===== src/rtl/shift_seq_pkg.sv =====
// Shared types and constants for the shift command sequencer.
// Latency: n/a (declarations only).
// Backpressure: n/a.
package shift_seq_pkg;

    localparam int WIDTH_DEF = 8;
    localparam int CNT_W_DEF = 4;

    localparam logic DIR_LEFT  = 1'b0;
    localparam logic DIR_RIGHT = 1'b1;

    typedef enum logic [1:0] {
        IDLE  = 2'd0,
        SHIFT = 2'd1,
        DONE  = 2'd2
    } state_t;

endpackage


===== src/rtl/shift_seq_datapath.sv =====
// WIDTH-bit shift register: parallel load, one-bit shift per enabled cycle, zero fill or rotate.
// Latency: load and each shift take effect on the next rising edge of clk.
// Backpressure: none; the register only moves when the controller asserts load or shift_en.
// Ports: clk, reset_n (async active-low), load/load_data, shift_en, dir (0 left, 1 right),
//        rotate (recirculate the outgoing bit), q (register contents).
module shift_seq_datapath
    import shift_seq_pkg::*;
#(
    parameter int WIDTH = WIDTH_DEF
) (
    input  logic             clk,
    input  logic             reset_n,
    input  logic             load,
    input  logic [WIDTH-1:0] load_data,
    input  logic             shift_en,
    input  logic             dir,
    input  logic             rotate,
    output logic [WIDTH-1:0] q
);

    // Bit entering the vacated end: the bit leaving the other end when rotating, else zero.
    logic fill_lsb;
    logic fill_msb;

    assign fill_lsb = rotate & q[WIDTH-1];
    assign fill_msb = rotate & q[0];

    always_ff @(posedge clk or negedge reset_n) begin
        if (!reset_n) begin
            q <= '0;
        end else if (load) begin
            q <= load_data;
        end else if (shift_en) begin
            if (dir == DIR_LEFT) begin
                q <= {q[WIDTH-2:0], fill_lsb};
            end else begin
                q <= {fill_msb, q[WIDTH-1:1]};
            end
        end
    end

endmodule


===== src/rtl/shift_seq_ctrl.sv =====
// Command sequencer: accepts {data, dir, amount}, shifts one bit per clock, returns the result.
// Latency: res_valid rises after edge N (accept edge = edge 0), N = min(amount, WIDTH).
// Backpressure: one command in flight; DONE is held until res_ready, cmd_ready low while busy.
// Ports: clk, reset_n (async active-low), cmd_valid/cmd_ready/cmd_data/cmd_dir/cmd_amount/
//        cmd_rotate, res_valid/res_ready/res_data, busy.
// Build option: SHIFT_SEQ_ROTATE_EN enables rotate mode via cmd_rotate; otherwise zero fill.
module shift_seq_ctrl
    import shift_seq_pkg::*;
#(
    parameter int WIDTH = WIDTH_DEF,
    parameter int CNT_W = CNT_W_DEF
) (
    input  logic             clk,
    input  logic             reset_n,
    input  logic             cmd_valid,
    output logic             cmd_ready,
    input  logic [WIDTH-1:0] cmd_data,
    input  logic             cmd_dir,
    input  logic [CNT_W-1:0] cmd_amount,
    input  logic             cmd_rotate,
    output logic             res_valid,
    input  logic             res_ready,
    output logic [WIDTH-1:0] res_data,
    output logic             busy
);

    localparam logic [CNT_W-1:0] SAT_AMT = CNT_W'(WIDTH);
    localparam logic [CNT_W-1:0] CNT_ONE = CNT_W'(1);

    state_t           state;
    state_t           next_state;
    logic [CNT_W-1:0] cnt;
    logic [CNT_W-1:0] amt_sat;
    logic             dir_q;
    logic             rot_q;
    logic             rot_in;
    logic             accept;
    logic             load;
    logic             shift_en;
    logic [WIDTH-1:0] reg_q;

`ifdef SHIFT_SEQ_ROTATE_EN
    assign rot_in = cmd_rotate;
`else
    // Rotate request has no effect in this build; the port stays for a uniform interface.
    logic unused_rotate;
    assign unused_rotate = cmd_rotate;
    assign rot_in        = 1'b0;
`endif

    // Shifting more than WIDTH times gives the same zero-fill result as WIDTH, so cap the count.
    assign amt_sat = (cmd_amount > SAT_AMT) ? SAT_AMT : cmd_amount;
    assign accept  = cmd_valid && (state == IDLE);

    always_ff @(posedge clk or negedge reset_n) begin
        if (!reset_n) begin
            state <= IDLE;
        end else begin
            state <= next_state;
        end
    end

    always_comb begin
        next_state = state;
        load       = 1'b0;
        shift_en   = 1'b0;
        case (state)
            IDLE: begin
                if (cmd_valid) begin
                    load       = 1'b1;
                    next_state = (amt_sat != '0) ? SHIFT : DONE;
                end
            end
            SHIFT: begin
                shift_en = 1'b1;
                // The final shift happens on the same edge that takes us to DONE.
                if (cnt == CNT_ONE) begin
                    next_state = DONE;
                end
            end
            DONE: begin
                if (res_ready) begin
                    next_state = IDLE;
                end
            end
            default: next_state = IDLE;
        endcase
    end

    always_ff @(posedge clk or negedge reset_n) begin
        if (!reset_n) begin
            cnt   <= '0;
            dir_q <= DIR_LEFT;
            rot_q <= 1'b0;
        end else if (accept) begin
            cnt   <= amt_sat;
            dir_q <= cmd_dir;
            rot_q <= rot_in;
        end else if (shift_en) begin
            cnt <= cnt - CNT_ONE;
        end
    end

    shift_seq_datapath #(
        .WIDTH (WIDTH)
    ) u_datapath (
        .clk       (clk),
        .reset_n   (reset_n),
        .load      (load),
        .load_data (cmd_data),
        .shift_en  (shift_en),
        .dir       (dir_q),
        .rotate    (rot_q),
        .q         (reg_q)
    );

    assign cmd_ready = (state == IDLE);
    assign res_valid = (state == DONE);
    assign busy      = (state != IDLE);
    assign res_data  = reg_q;

endmodule

===== config.mk =====
export PLATFORM = sky130hd
export DESIGN_NAME = shift_seq_ctrl
export DESIGN_NICKNAME = d
export VERILOG_FILES = /design/src/rtl/shift_seq_pkg.sv /design/src/rtl/shift_seq_datapath.sv /design/src/rtl/shift_seq_ctrl.sv
export SDC_FILE = /design/constraint.sdc
export NUM_CORES = 1
export LEC_CHECK = 0
export CORE_UTILIZATION = 45
export CTS_CLUSTER_SIZE = 25
export DETAILED_ROUTE_END_ITERATION = 16
export MAX_ROUTING_LAYER = met4
export PLACE_DENSITY = 0.79
export SYNTH_ARGS = -nofsm -noshare
export SYNTH_HDL_FRONTEND = slang
export SYNTH_SLANG_ARGS = --single-unit

===== constraint.sdc =====
create_clock -name clk -period 1.7 [get_ports clk]
set_input_delay 0.51 -clock clk [delete_from_list [all_inputs] [get_ports clk]]
set_output_delay 0.51 -clock clk [all_outputs]
set_load 0.02 [all_outputs]

=== Word level (Yosys, flattened, before mapping) ===
Cells that the tools add are included.

* Word-level logic and storage cells: 33
* Bits in latches: 0
* Memories: 0
* Flip-flop bits (word level): 15
* Output and inout bits: 11
* ROM bits: 0
* RAM bits: 0
* Input port bits: 18

* Order comparisons: 1
* Bitwise logic cells: 0
* Equality and inequality tests: 6
* Multipliers: 0
* Reductions and logical operators: 7
* Muxes and demuxes: 14
* $add $sub $neg: 1
* Divide/modulo/power cells: 0
* Shift-type cells: 0

{| class="wikitable"
|+ Operators by type and width
! operator !! number
|-
| 8-bit 2-to-1 mux || 3
|-
| 4-bit 2-to-1 mux || 3
|-
| 2-bit 2-to-1 mux || 4
|-
| 2-bit one-hot mux with 3 select lines || 1
|-
| 2-bit nonzero test || 3
|-
| 4-bit by 1-bit == test with 1-bit output (second input constant) || 1
|-
| 4-bit greater-than comparator (second input constant) || 1
|-
| 2-bit != test (second input constant) || 2
|-
| 4-bit nonzero test || 1
|-
| 4-bit by 1-bit subtractor with 4-bit output (second input constant) || 1
|-
| 1-bit 2-to-1 mux || 3
|-
| 3-bit AND reduction || 1
|-
| 2-bit by 1-bit == test with 1-bit output (second input constant) || 1
|-
| 2-bit == test (second input constant) || 1
|-
| 2-bit zero test || 1
|-
| 2-bit by 1-bit != test with 1-bit output (second input constant) || 1
|-
| 1-bit logical AND || 1
|}

=== Logic depth before layout (Yosys ltp) ===
* Depth after elaboration: 6
* Depth in mapped cells: 5
* Depth with buffers taken out: 5

=== Cells and area by module ===
From an unflattened synthesis, not the netlist that was laid out.

* Cell total of the unflattened synthesis: 90
* Area total of the unflattened synthesis: 909.6 um^2

{| class="wikitable"
|+ Modules (own cells, without submodules)
! module !! times used !! cells each !! area an instance (um^2) !! seq. area each (um^2)
|-
| shift_seq_datapath || 1 || 46 || 484.2 || 200.2
|-
| shift_seq_ctrl || 1 || 44 || 425.4 || 175.2
|}

=== Worst setup path after synthesis ===
Ideal clock, no wire load.

* Path type: register to output
* Start point: register state[1]
* End point: output port busy
* Setup slack: 0.049 ns
* Path buffers: 1
* Required time: 1.190 ns
* Cell stages (with the launch flop): 4
* Arrival time: 1.141 ns
* Path through: dfrtp_1 -> clkbuf_1 -> nor2_1 -> inv_1

* Cells in the longest elaborated chain, start to end: 1

{| class="wikitable"
|+ Ends and longest elaborated chain
! what !! line !! RTL
|-
| start: declaration || shift_seq_ctrl.sv:30 || <nowiki>state_t state;</nowiki>
|-
| start signal: assignment || shift_seq_ctrl.sv:59 || <nowiki>state <= next_state;</nowiki>
|-
| 2-bit nonzero test || shift_seq_ctrl.sv:119 || <nowiki>assign busy = (state != IDLE);</nowiki>
|-
| end: declaration || shift_seq_ctrl.sv:24 || <nowiki>output logic busy</nowiki>
|}

No other way between the ends.

=== Final worst setup path ===
* Start point: register state[0]
* End point: output port res_valid

* Cells in the longest elaborated chain, start to end: 1

{| class="wikitable"
|+ Ends and longest elaborated chain
! what !! line !! RTL
|-
| 2-bit == test || shift_seq_ctrl.sv:118 || <nowiki>assign res_valid = (state == DONE);</nowiki>
|-
| end: declaration || shift_seq_ctrl.sv:21 || <nowiki>output logic res_valid,</nowiki>
|}

No other way between the ends.

==> metrics.cfg <==
[worst_setup_path]
r2r-end = cnt[3]
worstPathMaxFanout = 3
r2r-start = state[1]
slowest_stage = dfrtp_1
r2r_setup_slack_ns = 0.27
cp-startpoint = state[0]
worstSetupStartpointType = flip-flop
ff2ff_path_depth = 4
critical_path_required_ns = 1.19
end_kind = output pin
slowest_delay_ns = 0.40
cp.arrival_ns = 1.14
crit_chain = nor2b_1 -> dlygate4sd2_1
path_class = reg -> out

[finish]
num-fill-cells = 167
drive_gt1_share_pct = 13.6
final_cell_mix = clkdlybuf4s50_1 (16), dfrtp_1 (15), buf_4 (10), dlygate4sd2_1 (9), nor2b_1 (8)
fin_nets = 153
fin_cells = 157
fin_util_pct = 69.1
diodes = 0
layout_commonest_cell = clkdlybuf4s50_1
syn2layout_area_growth_pct = 37.1

[sta]
setup_violations = 0
worstMarginPinSlew_ns = 0.463
report.final.slew_viol_count = 0
skew_ns = 0.00632
fmaxAchievable_ghz = 0.607
fin_crit_ns = 1.65
rsz0062_at_grt = false
maxSlewHeadroom_pct = 69.1
hold_viol = 0
finalCritPeriodShare_pct = 97.0

[placed_design]
placed_cells = 153
dp_hpwl_um = 1540
gp_congestion = 0.765
port_buffers = 27

[clocking]
cts_buffer_depth = 2
path_clk_slew_ns = 0.10
cts_buffers = 3
cts_tree = yes
clock-root-buffer = clkbuf_4
clock_latency_ns = 0.29
cts_num_sinks = 15
cts_hold_buf = 0
cts_max_level = 1

[job]
drv_cap = 0

[floorplanning]
initial_core_util_pct = 50.4
fp.dieW_um = 47.1
fp-row-count = 15
chipHeight_um = 47.1
core_area_um2 = 1820
fp.dieArea_um2 = 2220
io_pins = 29

[synthesis]
ys_types = 32
synth-seq-area-share_pct = 40.9
synthSimpleGateAreaFrac_pct = 23.2
synthArstFlopShare_pct = 100
yosysWarningCount = 0
synthMuxAreaShare_pct = 4.50
avgSynthCellArea_um2 = 9.36
synth_compound_area_share_pct = 20.3
synth_top_family_by_area = simple AND/OR/NAND/NOR gates
synthAdderAreaFrac_pct = 2.73
synthXorXnorAreaFrac_pct = 0.955
netlist_area_um2 = 917
synthCells = 98
ys_seq_elements = 15
synth_ff_type = dfrtp_1
synth_edf_count = 0
synthesis.nets = 118

[global_routing]
first_global_vias = 806
gr-total-overflow = 0
antenna_found_initial = 0
grt_pass1_wl_um = 3370
grt_max_degree = 16
track_usage_pct = 23.0

[detailed_routing]
wl_um = 2120
drt_iter0_drc = 34
wl_per_cell_um = 13.5
ant_nets = 0
drc = 0
via_count = 882
dr.pass1.iters = 4
routed_via_density = 5.62

[pwr]
seqPwrFrac_pct = 32.7
p_switching_uw = 999
power.internal_mw = 1.22
p_comb_share_pct = 57.5
p_leak_nw = 0.554
clkPwrFrac_pct = 9.8
swShare_pct = 45.0
peakVddDrop_v = 0.000828
power_density_nw_per_um2 = 1770

[run_status]
status = complete, no violations

[worst_hold_path]
hold_class = in -> async

==> layer usage <==
metal	vias to the layer above	routed length, µm	share of wire, %	GRT usage [%]
li1	424	-	-	-
met1	418	977	46	28.9
met2	36	980	46	34.7
met3	4	120	5.7	4.62
met4	0	40	1.9	12.0
met5	-	0	0	-
==> cell families (layout without fill, tap and decap cells) <==
| logic type | count (synthesis) | in the layout |
|---|---|---|
| DFF | 15 | 15 |
| adders and majority gates | 2 | 2 |
| and+or+nand+nor | 35 | 35 |
| buffers and inverters | 14 | 48 |
| xor gates and xnor gates | 1 | 1 |
| muxes | 4 | 4 |
| AOI/OAI and AO/OA | 27 | 27 |
==> worst max-delay path by stage <==
stage	to	slack (ns)	cells after the start
global placement	u_datapath.q[4]	-0.05	5
finish	res_valid	0.05	2
CTS	busy	0.008	3
global route	res_valid	0.004	2
floorplan	busy	0.05	3
detailed placement	u_datapath.q[4]	-0.06	5
==> power by group through the flow <==
stage	clock (mW)	combinational (mW)	sequential, mW
6_report	0.217	1.28	0.726
3_3_place_gp	0	1.35	0.726
5_1_grt	0.232	1.41	0.752
3_5_place_dp	0	1.38	0.734
4_1_cts	0.217	1.29	0.725
2_1_floorplan	0	0.791	0.808
==> metrics by stage <==
stage | setup WS, ns | area (µm²) | setup TNS (ns) | total power, mW | hold WS, ns
final | 0.0517 | 1260 | 0 | 2.22 | 0.523
after global routing | 0.00399 | 1260 | 0 | 2.39 | 0.536
after CTS | 0.00818 | 1260 | 0 | 2.23 | 0.534
after detailed placement | -0.0613 | 1250 | -0.187 | 2.11 | 0.577
after global placement | -0.0472 | 1250 | -0.170 | 2.07 | 0.549
after floorplan | 0.0488 | 917 | 0 | 1.60 | 0.214
==> area by class of cell <==
type	instances	area, µm²	share of cell area (%)
Inverter	7	26.3	2.09
Clock buffer	4	26.3	2.09
Sequential cell	15	375	29.9
Timing Repair Buffer	37	324	25.8
Multi-Input combinational cell	69	474	37.7
Tap cell	25	31.3	2.49
==> critical path, delay by kind of cell, from the launching register on <==
| family | cells | cell delay [ns] |
|---|---|---|
| flip-flops | 1 | 0.40 |
| buffers and inverters | 1 | 0.33 |
| AND/OR/NAND/NOR | 1 | 0.11 |
==> Yosys cell counts, types with 2 or more instances <==
cell type | number | area share [%]
or3_1 | 2 | 1.4
o31ai_1 | 3 | 2.5
inv_1 | 7 | 2.9
nor2b_1 | 8 | 5.5
o21ai_0 | 3 | 1.6
mux2i_1 | 3 | 3.3
nor2_1 | 6 | 2.5
a211oi_1 | 2 | 1.6
ha_1 | 2 | 2.7
nand3b_1 | 3 | 2.5
a21oi_1 | 5 | 2.7
nand2b_1 | 3 | 2.0
a221oi_1 | 5 | 4.8
nand2_1 | 6 | 2.5
o22ai_1 | 6 | 4.1
dfrtp_1 | 15 | 41
clkbuf_1 | 2 | 0.82
buf_2 | 3 | 1.6
==> flip-flops by register name, summed over array words and instances (netlist names) <==
signal and count:
dir_q 1, cnt 4, state 2, u_datapath.q 8
==> repair_timing <==
item                                    4_1_cts  5_1_grt
pin swaps                                     0        0
resized for setup                            11        4
setup buffers                                 0        0
endpoints found under the setup margin       11        2
Power figures use the tool's default switching activity.
